**config.mk**
```make
export PLATFORM = sky130hd
export DESIGN_NAME = pattern_controller
export DESIGN_NICKNAME = d
export VERILOG_FILES = /design/src/rtl/pattern_controller.sv
export SDC_FILE = /design/constraint.sdc
export NUM_CORES = 1
export LEC_CHECK = 0
export ABC_AREA = 1
export CORE_AREA = 3 3 113 115
export CTS_CLUSTER_SIZE = 20
export DETAILED_ROUTE_END_ITERATION = 12
export DIE_AREA = 0 0 116 118
export GPL_TIMING_DRIVEN = 0
export PLACE_DENSITY = 0.79
export SLEW_MARGIN = 20
export SYNTH_ARGS = -nofsm -noshare
export SYNTH_HDL_FRONTEND = slang
export SYNTH_SLANG_ARGS = --single-unit
```
**constraint.sdc**
```tcl
create_clock -name clk -period 3.2 [get_ports clk]
set_input_delay 0.96 -clock clk [delete_from_list [all_inputs] [get_ports clk]]
set_output_delay 0.96 -clock clk [all_outputs]
set_load 0.05 [all_outputs]
```
**src/rtl/pattern_controller.sv**
```systemverilog
// Step sequencer: plays a NUM_BEATS-step note pattern at a selectable tempo,
// with play/pause/stop transport, single-step edits and a one-step-per-cycle wipe.
module pattern_controller #(
    parameter int CLK_FREQ  = 12_000_000,
    parameter int NUM_BEATS = 16,
    parameter int PERIOD    = 4
) (
    input  logic                         clk,
    input  logic                         rst_n,
    input  logic                         play_btn,
    input  logic                         stop_btn,
    input  logic                         clear_btn,
    input  logic [1:0]                   tempo_sel,
    input  logic                         edit_valid,
    output logic                         edit_ready,
    input  logic [$clog2(NUM_BEATS)-1:0] edit_step,
    input  logic [3:0]                   edit_note,
    output logic [NUM_BEATS*4-1:0]       beats,
    output logic [$clog2(NUM_BEATS)-1:0] beat_count,
    output logic                         beat_tick,
    output logic [3:0]                   note,
    output logic                         playing
);
    localparam int BW = $clog2(NUM_BEATS);
    localparam logic [31:0] BASE = 32'(PERIOD * (CLK_FREQ / NUM_BEATS));

    typedef enum logic [1:0] {STOPPED, PLAYING, PAUSED, CLEARING} state_t;

    state_t                 state_q, state_d;
    logic [31:0]            cnt_q, cnt_d;
    logic [BW-1:0]          beat_count_q, beat_count_d;
    logic [NUM_BEATS*4-1:0] beats_q, beats_d;
    logic [BW-1:0]          clr_idx_q, clr_idx_d;
    logic [3:0]             note_q, note_d;
    logic                   beat_tick_q, beat_tick_d;
    logic                   playing_q, playing_d;
    logic                   edit_ready_q, edit_ready_d;
    logic [31:0]            interval;
    logic                   step_due;

    assign interval = BASE >> tempo_sel;
    assign step_due = cnt_q >= interval - 32'd1;

    always_comb begin
        state_d      = state_q;
        cnt_d        = cnt_q;
        beat_count_d = beat_count_q;
        beats_d      = beats_q;
        clr_idx_d    = clr_idx_q;
        beat_tick_d  = 1'b0;
        note_d       = (state_q == PLAYING) ? beats_q[{beat_count_q, 2'b00} +: 4] : 4'h0;

        // Edit handshake: a write happens on any edge where edit_valid && edit_ready;
        // edit_ready is low only while the wipe sweep owns the pattern.
        if (edit_valid && edit_ready_q) begin
            beats_d[{edit_step, 2'b00} +: 4] = edit_note;
        end

        case (state_q)
            STOPPED: begin
                if (play_btn) begin
                    state_d = PLAYING;
                end else if (clear_btn) begin
                    state_d   = CLEARING;
                    clr_idx_d = '0;
                end
            end
            PLAYING: begin
                if (stop_btn) begin
                    state_d      = STOPPED;
                    cnt_d        = '0;
                    beat_count_d = '0;
                end else if (play_btn) begin
                    // Pausing freezes the counter on this edge so resume continues mid-step.
                    state_d = PAUSED;
                end else if (step_due) begin
                    cnt_d        = '0;
                    beat_count_d = beat_count_q + 1'b1;
                    beat_tick_d  = 1'b1;
                end else begin
                    cnt_d = cnt_q + 32'd1;
                end
            end
            PAUSED: begin
                if (stop_btn) begin
                    state_d      = STOPPED;
                    cnt_d        = '0;
                    beat_count_d = '0;
                end else if (play_btn) begin
                    state_d = PLAYING;
                end
            end
            CLEARING: begin
                beats_d[{clr_idx_q, 2'b00} +: 4] = 4'h0;
                if (clr_idx_q == BW'(NUM_BEATS - 1)) begin
                    state_d = STOPPED;
                end else begin
                    clr_idx_d = clr_idx_q + 1'b1;
                end
            end
            default: state_d = STOPPED;
        endcase

        playing_d    = (state_d == PLAYING);
        edit_ready_d = (state_d != CLEARING);
    end

    always_ff @(posedge clk) begin
        if (!rst_n) begin
            state_q      <= STOPPED;
            cnt_q        <= '0;
            beat_count_q <= '0;
            beats_q      <= '0;
            clr_idx_q    <= '0;
            note_q       <= '0;
            beat_tick_q  <= 1'b0;
            playing_q    <= 1'b0;
            edit_ready_q <= 1'b1;
        end else begin
            state_q      <= state_d;
            cnt_q        <= cnt_d;
            beat_count_q <= beat_count_d;
            beats_q      <= beats_d;
            clr_idx_q    <= clr_idx_d;
            note_q       <= note_d;
            beat_tick_q  <= beat_tick_d;
            playing_q    <= playing_d;
            edit_ready_q <= edit_ready_d;
        end
    end

    assign beats      = beats_q;
    assign beat_count = beat_count_q;
    assign beat_tick  = beat_tick_q;
    assign note       = note_q;
    assign playing    = playing_q;
    assign edit_ready = edit_ready_q;
endmodule

```
-- After elaboration in Yosys (flattened, before gate mapping)
Index checks and enable logic that the tools add are counted.
- equal/unequal tests: 12
- shift-type cells: 6
- order comparisons: 1
- multiplexer cells: 27
- bitwise operators: 2
- add/sub/neg operators: 6
- reduce and logical (&&, ||, !) cells: 9
- operators by type and width (operator ; count):
    64-bit bitwise mux ; 2
    32-bit two-way mux ; 4
    64-bit two-way mux ; 2
    4-bit by 8-bit variable shift with 64-bit output (first input constant) ; 2
    32-bit case mux with 2 select lines ; 1
    4-bit by 8-bit variable part select with 64-bit output ; 1
    4-bit by 8-bit variable part select with 64-bit output (first input constant) ; 1
    64-bit by 7-bit variable part select with 4-bit output ; 1
    32-bit by 1-bit adder with 32-bit output (second input constant) ; 1
    32-bit greater-or-equal comparator ; 1
    22-bit by 2-bit >> shifter with 32-bit output (first input constant) ; 1
    32-bit by 1-bit subtractor with 32-bit output (second input constant) ; 1
    4-bit two-way mux ; 7
    6-bit negator with 8-bit output ; 2
    4-bit case mux with 2 select lines ; 2
    2-bit two-way mux ; 7
    2-bit != test (second input constant) ; 5
    4-bit by 1-bit adder with 4-bit output (second input constant) ; 2
    2-bit case mux with 4 select lines ; 1
    4-bit AND reduction ; 2
    3-bit != test (second input constant) ; 2
    2-bit by 1-bit == test with 1-bit output (second input constant) ; 2
    2-bit == test (second input constant) ; 2
    4-bit == test (second input constant) ; 1
    other kinds (8) ; 10
- word-level logic and storage cells: 72
- output and inout bits: 75
- input bits: 16
- flip-flop bits (word level): 113

-- Longest topological paths before layout
Gate-level depths: netlist of run 1.
- word-level depth: 7
- depth in mapped cells: 19
- gate-level depth less buffers: 18

-- Least setup slack after synthesis of run 1
Ideal clock, no wire load.
- path kind: input to register
- start: in tempo_sel[1]
- end: reg cnt_q[13]
- buffers on the path: 1
- stages: 19
- arrival time: 2855 ps
- setup slack: 290 ps
- path through: inv_1 ha_1 inv_1 ha_1 ha_1 nand2_1 inv_1 a21oi_1 nand2_1 nand2_1 nand2_1 nand2_1 nand2_1 inv_1 buf_2 nand3_1 nand3_1 nand2_1 inv_1
- longest elaborated chain between the ends: 7
- RTL lines (item ; RTL line ; RTL):
    start: declaration ; 13 ; input logic [1:0] tempo_sel,
    22-bit by 2-bit >> shifter with 32-bit output ; 41 ; assign interval = BASE >> tempo_sel;
    32-bit by 1-bit subtractor with 32-bit output ; 42 ; assign step_due = cnt_q >= interval - 32'd1;
    32-bit greater-or-equal comparator ; 42 ;
    32-bit two-way mux ; 76 ; end else if (step_due) begin
    32-bit two-way mux ; 73 ; end else if (play_btn) begin
    32-bit two-way mux ; 69 ; if (stop_btn) begin
    32-bit case mux with 2 select lines ; 59 ; case (state_q)
    end signal: assignment ; 121 ; cnt_q <= cnt_d;
    end: declaration ; 30 ; logic [31:0] cnt_q, cnt_d;
Every way passes these cells. The select of a mux whose other input is x is not followed.
A chain may end at the register's enable or synchronous reset.

-- Final worst setup path of run 1
- start: in tempo_sel[0]
- end: reg cnt_q[13]
The elaborated chain is that of the path after synthesis.

==> results, run 1 <==
- The flow ran to the end, and the final reports show no timing, DRC or antenna violations.
- The number of unique standard cell types used by synthesis is 47.
- The quantity of hold-fixing buffers added after cts is 0.
- Of the total synthesized cell area, the portion taken by XOR and XNOR cells is 0.02475.
- Detailed placement finished with a half-perimeter wire length of between 15000 and 20000 um.
- In the routed design, unresolved DRC markers number 0.
- After layout, the worst setup slack is around 280 ps.
- The count of input and output buffers is 90.
- The number of nets handed over by synthesis was 952.
- The class of the worst hold path is register to register.
- The filler cells instantiated in the layout total 1026.
- The post-layout net count is 1063.
- The count of pins on the block boundary is 91.
- The via count of the first global-routing pass was between 6000 and 7000.
- The async set-or-reset flop fraction in the synthesized netlist is 0.
- Measured along the x axis, the die boundary spans 116 um.
- The routed wire length per instance is 16.57 um.
- The top-area cell type share of the netlist area is 0.3524.
- Counting every sink on the clock net gives 113.
- In this run, the number of DRC markers left after iteration 0 of detailed routing was just under 700.
- The buffer cell driving the clock tree root is sky130_fd_sc_hd__clkbuf_16.
- The final-report hold violation count is 0.
- In the global route stage, met2 resource usage came out at 0.4478.
- The floorplan has 40 rows.
- For this run, the top clock speed supported by timing is 0.3419 GHz.
- Data arrives at the worst endpoint at 3290 ps.
- The mux cell area share after synthesis is 0.004677.
- Before CTS, the worst setup slack after placement is -777.4 ps.
- The number of H-tree levels is 4.
- The clock arrives with around 7 ps of skew.
- The finished cells cover a little over 8000 um^2.
- The share of the synthesized area in compound gates (AO/OA/AOI/OAI) is 0.1894.
- Dividing the detail-routed via count by the number of cells gives 5.596.
- The max-slew violation total from the final report was 0.
- The combinational family with the most area after synthesis is simple AND/OR/NAND/NOR gates.
- The total placed cells including tap cells is 1137.
- The post-synthesis adder-cell area fraction is 0.07016.
- The power density normalized to cell area is 465.9 nW/um^2.
- The count of nets left with antenna violations once routing finished came out at 0.
- The leakage power summed over all cells is 3.196 nW.
- The detailed-route via count is around 6600.
- In this run the mean area of a mapped cell was roughly 7.1 um^2.
- The number of CTS-inserted buffers is 17.
- Synthesis handed over a netlist of 900 instances.
- The register bit count reported by yosys is around 110.
- The share of synthesized area occupied by flip-flops and latches is 0.3524.
- For met3 alone, demand over resource in global routing was 0.07249.
- The fraction of the cycle the final worst path needs is 0.9139.
- The transition at the pin with the smallest max-transition slack is 920.6 ps.
- Leaving out fill and tap cells, the most frequent cell in the layout is sky130_fd_sc_hd__inv_1.
- The number of antenna repair diodes is 0.
- The sum of negative setup slack is 0 ps.
- The total placed instance area is 7505 um^2.
- Setup repair after global routing left no endpoint under its margin.
- The synthesized design spends more area on one cell type than any other, namely sky130_fd_sc_hd__dfxtp_1.
- The CTS clock-pin slew for the worst setup and hold paths is 60 ps.
- The congestion estimate from routability-driven global placement came to 0.9888.
- The post-layout instance count excluding filler cells is 1171.
- The total of max-cap violations is 0.
- TritonCTS built the clock tree.
- Summed over all layers, the routed wires come to slightly below 20000 um.
- During synthesis, Yosys emitted a total of 0 warnings.
- The worst-case IR drop observed on VDD is approximately 0.3 mV.
- Of the cells placed in the final design, the portion with a size suffix greater than 1 is 0.08203.
- Yosys attributes the largest share of cell area to sky130_fd_sc_hd__dfxtp_1 35%, sky130_fd_sc_hd__inv_1 7.1%, sky130_fd_sc_hd__ha_1 7.0%, sky130_fd_sc_hd__a21oi_1 6.9%, sky130_fd_sc_hd__nand2_1 6.8%.
- The clock insertion delay at the later pin of the skew report is 420 ps.
- The first detailed-routing pass ran for 5 iterations.
- The pin count of the biggest net entering global routing is 17.
- The startpoint-to-endpoint class of the critical path is primary input to register.
- The count of flip-flops with a built-in enable after synthesis is 0.
- For this configuration, the core starts out at a cell density of 0.5390.
- The core outline area is 11910 um^2.
- The critical path startpoint category is a primary input.
- The global-route usage over all layers is 0.2874.
- For met1 alone, demand over resource in global routing was 0.3728.
- The shortest period the worst path allows is 2925 ps.
- The clock passes through at most 2 buffers.
- The post-synth design cell area is 6420 um^2.
- The first global-routing pass estimated around 30000 um of wire.
- In the synthesized netlist the dominant register cell turns out to be sky130_fd_sc_hd__dfxtp_1.
- The initial antenna violation count is 0.
- The signed area change from the synthesized netlist to the final layout is 25.75%.
- At the worst endpoint, the required time is approximately 3600 ps.
- The library cells used most frequently in the layout, excluding fill and tap cells, are 119 x sky130_fd_sc_hd__inv_1, 115 x sky130_fd_sc_hd__nand2_1, 113 x sky130_fd_sc_hd__dfxtp_1.
- STA classifies the critical path endpoint as a register.
- The worst pin sits at a relative slew slack of 0.3798.
- Setup violations remaining at the end of the flow were counted as 0.
- In this run the worst path has a maximum fanout of 10.
- The global routing stage identified its most utilized layer as met2.
- The global route total overflow is 0.
- At the end of the flow the core is filled with cells to 0.6777.
- Of the total synthesized cell area, the portion taken by AND, OR, NAND and NOR gates is 0.2639.
- The die boundary height is around 120 um.
- The floorplan die area is 13690 um^2.
[final timing paths]
check | startpoint | slack [ps] | cells after the start | end
worst max-delay path | tempo_sel[0] | 280 | 19 | cnt_q[13]$_SDFFE_PN0P_
worst min-delay path | cnt_q[29]$_SDFFE_PN0P_ | 440 | 2 | cnt_q[29]$_SDFFE_PN0P_
worst max register to register | clr_idx_q[0]$_SDFFE_PN0P_ | 810 | 6 | beats[46]$_SDFF_PN0_
worst min register to register | cnt_q[29]$_SDFFE_PN0P_ | 440 | 2 | cnt_q[29]$_SDFFE_PN0P_
[kinds of logic after synthesis]
family | Yosys count
mux | 3
fa+ha+maj | 36
buf+inv | 156
xor+xnor | 16
flops | 113
compound gates | 211
simple gates | 365
[power by group]
group | total, mW | switching (mW) | internal [mW] | leakage [nW]
combinational | 0.527 | 0.370 | 0.156 | 2.01
sequential | 1.46 | 0.0252 | 1.44 | 0.913
clock | 1.77 | 0.658 | 1.11 | 0.274
total | 3.76 | 1.05 | 2.71 | 3.20
[flip-flops by register name, indices dropped and copies added, names as in the netlist]
signal      cells
beat_count      4
beat_tick       1
beats          64
clr_idx_q       4
cnt_q          32
edit_ready      1
note            4
playing         1
state_q         2
[per-stage QoR]
step	hold slack [ps]	total power, mW
3_5_place_dp	435.4	2.003
6_report	444.3	3.761
4_1_cts	444.0	3.763
5_1_grt	472.3	3.876
3_3_place_gp	433.6	1.997
2_1_floorplan	423.5	1.831
[layer usage]
metal  vias to the layer above  wire length, um
met1                      2952             8232
met2                       288             8847
met3                        64             1627
met5                         -                0
li1                       3249                -
met4                         0              692
[repair_timing]
item | CTS | global route
pin swaps | 2 | 0
buffers inserted | 2 | 0
gates resized for setup | 4 | 6
endpoints found under the setup margin | 28 | 28
[cells in the mapped netlist, types with 2 or more instances]
| master | number |
|---|---|
| sky130_fd_sc_hd__inv_1 | 121 |
| sky130_fd_sc_hd__ha_1 | 36 |
| sky130_fd_sc_hd__buf_2 | 4 |
| sky130_fd_sc_hd__mux2i_1 | 3 |
| sky130_fd_sc_hd__o21a_1 | 4 |
| sky130_fd_sc_hd__and2_1 | 2 |
| sky130_fd_sc_hd__a21oi_1 | 88 |
| sky130_fd_sc_hd__nand3_4 | 2 |
| sky130_fd_sc_hd__nand2_1 | 116 |
| sky130_fd_sc_hd__nor2_2 | 8 |
| sky130_fd_sc_hd__nor3_4 | 2 |
| sky130_fd_sc_hd__o211ai_1 | 9 |
| sky130_fd_sc_hd__nand3b_1 | 4 |
| sky130_fd_sc_hd__nand2_2 | 5 |
| sky130_fd_sc_hd__nor2_1 | 110 |
| sky130_fd_sc_hd__nand3_2 | 3 |
| sky130_fd_sc_hd__nor2_4 | 3 |
| sky130_fd_sc_hd__o21bai_1 | 2 |
| sky130_fd_sc_hd__xor2_1 | 13 |
| sky130_fd_sc_hd__a31oi_1 | 4 |
| sky130_fd_sc_hd__o22ai_1 | 5 |
| sky130_fd_sc_hd__o21ai_0 | 60 |
| sky130_fd_sc_hd__buf_6 | 2 |
| sky130_fd_sc_hd__nor3_1 | 42 |
| sky130_fd_sc_hd__dfxtp_1 | 113 |
| sky130_fd_sc_hd__clkbuf_1 | 19 |
| sky130_fd_sc_hd__a211oi_1 | 28 |
| sky130_fd_sc_hd__nand4_1 | 15 |
| sky130_fd_sc_hd__nor3_2 | 2 |
| sky130_fd_sc_hd__nand3_1 | 48 |
| sky130_fd_sc_hd__o31ai_1 | 3 |
| sky130_fd_sc_hd__xnor2_1 | 2 |
| sky130_fd_sc_hd__inv_2 | 8 |
[cell type report]
type | instances | area, um^2 | area share
multi-input combinational | 631 | 3552 | 0.4400
clock buffer | 21 | 470.5 | 0.05828
buffer | 25 | 116.4 | 0.01441
inverter | 131 | 494.2 | 0.06122
clock inverter | 11 | 87.58 | 0.01085
sequential | 113 | 2262 | 0.2802
tap | 147 | 183.9 | 0.02278
timing repair buffer | 92 | 905.9 | 0.1122
[critical path: stages]
cell and delay [ps]:
sky130_fd_sc_hd__clkbuf_2 120, sky130_fd_sc_hd__inv_1 120, sky130_fd_sc_hd__ha_1 260, sky130_fd_sc_hd__inv_1 60, sky130_fd_sc_hd__ha_1 170, sky130_fd_sc_hd__clkbuf_1 100, sky130_fd_sc_hd__ha_1 290, sky130_fd_sc_hd__nand2_1 70
sky130_fd_sc_hd__inv_1 50, sky130_fd_sc_hd__o21ai_0 60, sky130_fd_sc_hd__a21boi_0 120, sky130_fd_sc_hd__nor2_2 250, sky130_fd_sc_hd__nand2_1 90, sky130_fd_sc_hd__inv_1 70, sky130_fd_sc_hd__buf_4 170, sky130_fd_sc_hd__nand3_1 110
sky130_fd_sc_hd__nand3_1 120, sky130_fd_sc_hd__nand2_1 50, sky130_fd_sc_hd__inv_1 40
Note: power is estimated with default switching activity, not from simulation.
==> run 2, diff against run 1 <==
Settings changed: CTS_CLUSTER_DIAMETER set to 30, RECOVER_POWER set to 50, SETUP_SLACK_MARGIN set to 0.4.
==> run 2 against run 1 <==
Net effect: via count increased by 4.5%; register-to-register slack lost 20 ps; sequential share of layout area shrank 1.5 points; combinational power up 7.8%; non-clock buffer count is 10 higher; largest power group unchanged; die area did not move; count of clock-buffer cells in the layout rose by 1; final area grew 5.5%.
==> results, run 2 (synthesis gave the netlist of run 1 again) <==
- The routed layout has 6849 vias.
- The length of routed wiring on met1 is 8568 um.
- Once detail routing completed, the nets flagged for antenna violations numbered 0.
- The clock passes through at most 2 buffers.
- Measured in cells, the most critical reg-to-reg path has a length of 6.
- The start point of the worst hold path is cnt_q[24]$_SDFFE_PN0P_.
- The via count of the first global-routing pass came to between 6000 and 7000.
- The first global-routing pass estimated 32450 um of wire.
- The count of pins on the block boundary is about 90.
- In this run the horizontal extent of the chip is ~120 um.
- The CTS tree is done.
- The post-detailed-routing wire length is 21200 um.
- The total of max-cap violations is 0.
- In this run the clock root is driven by a sky130_fd_sc_hd__clkbuf_16.
- For the worst setup path, the data arrival time is 3270 ps.
- The worst slew margin relative to its limit is 0.3542.
- The congestion estimate from routability-driven global placement came to 1.015.
- Setup violations remaining at the end of the flow were counted as 0.
- After legalization and detailed placement, the total HPWL measured 15390 um.
- Adding up every negative setup slack in the final design gives 0 ps.
- The worst register-to-register path begins at clr_idx_q[0]$_SDFFE_PN0P_.
- Setup repair after global routing could not meet its margin everywhere.
- The critical path startpoint is edit_step[0].
- For this run, the post-layout net count is between 1000 and 1500.
- The worst setup path is launched from a primary input.
- The max-slew violation total from the final report is 0.
- The ratio of cells with drive above 1 in the final layout is 0.1286.
- The clock net in this run drives a total of ~110 sinks.
- In this run the top signal layer used is met4.
- Buffers inserted during clock tree synthesis total 17.
- The number of antenna diodes in the final layout is 0.
- The analysis attributes to cell leakage a power of around 3.6 nW.
- The number of iterations in the first detailed-routing pass is 6.
- For this run, the slowest stage of the critical path takes 650 ps.
- The startpoint-to-endpoint class of the critical path is primary input to register.
- Across every metal layer, demand over resource in global routing totals 0.3032.
- The required arrival time at the worst endpoint is approximately 3500 ps.
- The total placed instance area is roughly 7500 um^2.
- The routed wire length per instance is 17.95 um.
- At the pin with the least slew margin, the transition time is 958.6 ps.
- Clock latency on the worst-skew pair, taken at its later pin, is 430 ps.
- The worst hold path passes through 2 cells.
- Dividing the final minimum period by the clock period gives 0.9195.
- The total placed cells including tap cells is 1137.
- Dividing the detail-routed via count by the number of cells gives slightly below 6.
- The die covers ~14000 um^2.
- The global route total overflow is 0.
- The detailed-routed wire length on met2 is around 10000 um.
- In this run, the number of DRC markers left after iteration 0 of detailed routing was 752.
- The CTS clock-pin slew for the worst setup and hold paths is 50 ps.
- In this run the worst hold path is classified as register to register.
- The worst setup path is captured at a register.
- The met3 layer wire length in the routed design is 1653 um.
- IR analysis of the VDD net gives a maximum drop of 0.3007 mV.
- The highest clock rate is 0.3399 GHz.
- The finished layout holds 1181 standard cells, fillers aside.
- The final-report hold violation count is 0.
- After clock tree synthesis, the flow added hold-fix buffers numbering 0.
- The die boundary height is ~120 um.
- For this design, the slowest cell found on the critical path is sky130_fd_sc_hd__dlygate4sd3_1.
- Walking the worst path, the cells encountered are dlygate4sd3_1 -> inv_2 -> ha_2 -> inv_1 -> nor3_1 -> nor2_1 -> a211oi_1.
- The DRC violation count after routing is 0.
- Fill cells in the final layout number 948.
- The post-route cell area is 8516 um^2.
- The library cells used most frequently in the layout, excluding fill and tap cells, are 118 x sky130_fd_sc_hd__inv_1, 113 x sky130_fd_sc_hd__dfxtp_1, 110 x sky130_fd_sc_hd__nand2_1.
- The core region is 11910 um^2.
- The endpoint of the worst register-to-register path is beats[45]$_SDFF_PN0_.
- The initial antenna violation count came to 0.
- In this run the power density over the cells is 480.6 nW/um^2.
- The register with the most flip-flops in the layout has 64 of them.
- Power comes to 4.093 mW.
- The initial utilization of the core area, before any placement, comes to 0.5390.
- The worst min-delay path endpoint is cnt_q[24]$_SDFFE_PN0P_.
- The number of H-tree levels is 4.
- The signed area change from the synthesized netlist to the final layout is 32.64%.
- The tightest hold path in the finished design has a slack of 444.1 ps.
- In this run the core area contains 40 standard-cell rows.
- Counting I/O delays and the setup requirement, the final critical path takes 2942 ps.
- The pin count of the biggest net entering global routing is 17.
- In this run the worst path has a maximum fanout of 10.
- Leaving out fill and tap cells, the most frequent cell in the layout is sky130_fd_sc_hd__inv_1.
- In this run the register-to-register setup slack is 790 ps.
- The clock arrives with 11.59 ps of skew.
- The count of input and output buffers is 90.
- The run finished with clean final reports.
==> run 2: cell types whose count changed in the layout (fill, tap and decap cells not counted), moves of 6 or more <==
cell / previous run / this run
sky130_fd_sc_hd__nand3_2: 3 / 13
sky130_fd_sc_hd__nor2_4: 3 / 9
sky130_fd_sc_hd__a21oi_2: 0 / 7
sky130_fd_sc_hd__clkdlybuf4s50_1: 88 / 17
sky130_fd_sc_hd__a21oi_1: 88 / 81
sky130_fd_sc_hd__dlygate4sd3_1: 0 / 71
sky130_fd_sc_hd__nor2_1: 110 / 103
sky130_fd_sc_hd__nand3_1: 48 / 37
sky130_fd_sc_hd__buf_4: 3 / 9
==> run 2: final cells by class <==
class                      instances  area [um^2]  share of cell area
inverter                         131        514.2             0.06039
timing repair buffer             102         1017              0.1195
tap                              147        183.9             0.02160
buffer                            25        118.9             0.01396
clock buffer                      22        484.2             0.05686
clock inverter                    10        155.1             0.01822
multi-input combinational        631         3780              0.4439
sequential                       113         2262              0.2656
==> run 2: per-stage QoR <==
stage | util | worst slack (ps)
CTS | 0.6908 | 345.8
global route | 0.7149 | 151.5
finish | 0.7149 | 257.5
detailed placement | 0.6326 | -747.6
floorplan | - | 406.7
global placement | 0.6326 | -703.9
==> run 2: critical path, delay by kind of cell <==
family,cells,cell delay (ps)
AO/OA/AOI/OAI,1,220
buffers and inverters,3,900
AND/OR/NAND/NOR,2,770
adder cells (fa/ha/maj),1,420
==> run 2: worst max path at each step <==
stage	depth (start not counted)	slack (ps)	end
floorplan	15	410	cnt_q[17]$_SDFFE_PN0P_
global placement	16	-700	cnt_q[17]$_SDFFE_PN0P_
detailed placement	16	-750	cnt_q[17]$_SDFFE_PN0P_
CTS	7	350	beats[5]$_SDFF_PN0_
global route	7	150	beats[23]$_SDFF_PN0_
finish	7	260	beats[52]$_SDFF_PN0_
==> run 2: routing by layer <==
metal | GRT usage | vias up
li1 | - | 3258
met1 | 0.3776 | 3166
met2 | 0.4863 | 344
met3 | 0.07558 | 81
met4 | 0.1429 | 0
met5 | 0 | -
==> run 2: what timing repair did <==
item,in CTS,in global routing
pin swaps,2,22
endpoints found under the setup margin,43,73
setup buffers,6,5
resized for setup,16,71
gates cloned,0,1
==> run 2: where the power goes <==
part	leakage (nW)	internal, mW	switching (mW)
clock network	0.312	1.38	0.685
logic	2.34	0.167	0.401
registers	0.913	1.44	0.0242
total	3.56	2.98	1.11
==> run 3, diff against run 2 <==
Clock period 3.2 ns to 3.5 ns, I/O delays scaled along.
==> run 3 against run 2 <==
Net effect: via count shrank 3.0%; die area is the same; sequential power shrank 8%; combinational power shrank 15%; setup slack gained 250 ps; routed wire length shrank 7.7%; clock skew shrank 5.6 ps; first-iteration DRC count shrank 7.7%; non-clock buffer count shrank 4; critical path type unchanged.
==> results, run 3 (synthesis gave the netlist of run 1 again) <==
- Detailed placement ended at an HPWL of 15130 um.
- 91 I/O pins were placed.
- Summed over all cells, the static leakage comes to about 3.5 nW.
- The finished layout holds 1177 standard cells, fillers aside.
- Counting tap cells, the placed design contains a total of 1137 instances.
- TritonCTS built the clock tree.
- Leaving out fill and tap cells, the most frequent cells in the layout are 116 x sky130_fd_sc_hd__inv_1, 114 x sky130_fd_sc_hd__nand2_1, 113 x sky130_fd_sc_hd__dfxtp_1.
- The DRC violation count after routing is 0.
- The routed wire length per instance is 16.63 um.
- From synthesis to final layout, the design area changed by 26.91%.
- For the worst-skew pair, the clock arrives at the later sink with an insertion delay of 420 ps.
- Along the worst hold path, the cell count comes to 2.
- On the worst path, the slowest cell contributes a delay of 720 ps.
- Between clock sinks in the finished design, the worst skew comes to around 6 ps.
- The final count of negative-setup-slack endpoints is 0.
- Hold repair after CTS inserted 0 buffers.
- The post-detailed-routing wire length is 19570 um.
- The highest clock rate is 0.3347 GHz.
- The start point of the worst hold path is cnt_q[29]$_SDFFE_PN0P_.
- The maximum clock path buffer count is 2.
- The tool flagged a number of max-cap violations equal to 0.
- The placer's final routability congestion estimate is 0.9888.
- The count of nets left with antenna violations once routing finished came out at 0.
- The via count of the first global-routing pass is 6099.
- In this run the core area contains 40 standard-cell rows.
- The core outline area is 11910 um^2.
- The critical path in this run is classified as primary input to register.
- In the routed layout, each cell is associated on average with a via count of 5.645.
- The number of buffers and inverters on the critical path is 4.
- The endpoint of the worst register-to-register path is beats[46]$_SDFF_PN0_.
- IR analysis of the VDD net gives a maximum drop of 0.2776 mV.
- The first routing iteration left 694 violations.
- Across all hold checks on the routed design, the worst slack comes to 443.8 ps.
- The number of antenna repair diodes is 0.
- For this design, the sink count on the clock tree is between 100 and 150.
- Data on the critical path is required at its endpoint by 3770 ps.
- The reg-to-reg startpoint is clr_idx_q[0]$_SDFFE_PN0P_.
- The clock tree synthesis step divided the H-tree into 4 levels.
- The buffer cell driving the clock tree root is sky130_fd_sc_hd__clkbuf_16.
- Before antenna repair, the detailed router went through 5 iterations.
- Buffers placed on the I/O ports in this run total 90.
- The CTS clock-pin slew for the worst setup and hold paths is 50 ps.
- The final-report hold violation count is 0.
- The post-route cell area is approximately 8100 um^2.
- The worst reg-to-reg path cell count is 6.
- Setup repair after global routing left no endpoint under its margin.
- The critical-path cell with the highest stage delay is sky130_fd_sc_hd__dlygate4sd3_1.
- Across every metal layer, demand over resource in global routing totals 0.2880.
- Across all layers, the routed design uses 6644 vias.
- Along the worst path, the maximum fanout reaches 10.
- The shortest period the worst path allows is 2988 ps.
- The die covers 13690 um^2.
- At the placement stage, the worst setup path has a slack of -567.4 ps.
- Headroom to the max-slew limit came out at 0.3773.
- The register with the most flip-flops in the layout has 64 of them.
- The transition at the pin with the smallest max-transition slack is 924.3 ps.
- The endpoint kind of the worst setup timing path is a register.
- The critical path startpoint category is a primary input.
- The kind of cell adding the most delay to the critical path is buffers and inverters.
- The signal on the critical path passes through dlygate4sd3_1 -> inv_1 -> a211oi_2 -> inv_2 -> clkbuf_1 -> nand2_1 -> a21oi_1.
- The power density normalized to cell area is 422.0 nW/um^2.
- Dividing the final minimum period by the clock period gives 0.8538.
- In the final layout, the share of cells above drive strength 1 is 0.09126.
- The worst hold path terminates at cnt_q[29]$_SDFFE_PN0P_.
- The die boundary height is 118 um.
- The arrival time of the worst setup path is about 3300 ps.
- The first global-routing pass estimated ~31000 um of wire.
- At the end of the flow, the number of nets in the layout was 1069.
- The initial core utilization is 0.5390.
- The total overflow left after global routing is 0.
- The initial antenna violation count was 0.
- The floorplan step set the die width to 116 um.
- The flow ran to the end, and the final reports show no timing, DRC or antenna violations.
- The most common library cell in the layout ignoring fill and taps is sky130_fd_sc_hd__inv_1.
- Entering global routing, the biggest net connects 17 pins.
- Power comes to 3.438 mW.
- The min-delay analysis places its worst path in the category register to register.
- The number of CTS-inserted buffers is 17.
- The max-slew violation total from the final report is 0.
- The final setup slack of the worst path is 511.9 ps.
- The total placed instance area is 7505 um^2.
- The number of filler cells placed in the layout is 1012.
- The worst register-to-register path has a setup slack of roughly 1100 ps.
==> run 3: cell types whose count changed in the layout (fill, tap and decap cells not counted), sizes merged <==
| cell | before | now |
|---|---|---|
| inv | 131 | 130 |
| buf | 19 | 14 |
| clkdlybuf4s50 | 17 | 12 |
| bufinv | 4 | 1 |
| clkinv | 4 | 8 |
| clkinvlp | 2 | 3 |
| dlygate4sd3 | 71 | 76 |
==> run 3: timing repair <==
item,4_1_cts,5_1_grt
resized for setup,12,14
pin swaps,2,5
buffers inserted,2,5
gates cloned,0,1
endpoints found under the setup margin,28,30
==> run 3: layout make-up <==
cell class	count	area, um^2	area share
Sequential cell	113	2262	0.2776
Clock buffer	21	470.5	0.05774
Multi-Input combinational cell	631	3572	0.4384
Buffer	25	118.9	0.01459
Tap cell	147	183.9	0.02257
Inverter	131	499.2	0.06127
Clock inverter	11	87.58	0.01075
Timing Repair Buffer	98	953.4	0.1170
==> run 3: power breakdown <==
group	internal, mW	switching, mW	total, mW
registers	1.31	0.0223	1.34
clock network	1.02	0.600	1.62
logic	0.140	0.342	0.483
total	2.47	0.965	3.44
==> run 3: per-stage QoR <==
| stage | TNS (ps) | utilization |
|---|---|---|
| after floorplan | 0 | - |
| after global placement | -12010 | 0.6300 |
| after detailed placement | -13220 | 0.6300 |
| after CTS | 0 | 0.6797 |
| after global routing | 0 | 0.6840 |
| final | 0 | 0.6840 |
==> run 3: how the worst max path moves through the flow <==
stage / from / endpoint / cells after the start
floorplan: tempo_sel[1] / cnt_q[13]$_SDFFE_PN0P_ / 19
global placement: tempo_sel[1] / cnt_q[21]$_SDFFE_PN0P_ / 16
detailed placement: tempo_sel[1] / cnt_q[21]$_SDFFE_PN0P_ / 16
CTS: tempo_sel[0] / cnt_q[13]$_SDFFE_PN0P_ / 20
global route: tempo_sel[1] / beat_count[2]$_SDFFE_PN0P_ / 17
finish: stop_btn / cnt_q[7]$_SDFFE_PN0P_ / 7
==> run 3: per-layer routing <==
| metal | share of wire | wire length [um] | track usage | up-vias |
|---|---|---|---|---|
| met3 | 0.089 | 1739 | 0.07249 | 67 |
| met1 | 0.41 | 8098 | 0.3735 | 2978 |
| met2 | 0.46 | 8960 | 0.4493 | 339 |
| met5 | 0 | 0 | 0 | - |
| met4 | 0.039 | 772 | 0.1262 | 0 |
| li1 | - | - | - | 3260 |
==> run 3: worst reg2reg max path: cells and delay by family (launching register included) <==
family / cells / cell delay (ps)
AOI/OAI and AO/OA: 2 / 880
DFF: 1 / 410
xor gates and xnor gates: 1 / 390
adders and majority gates: 1 / 250
and+or+nand+nor: 1 / 160
buffers and inverters: 1 / 150
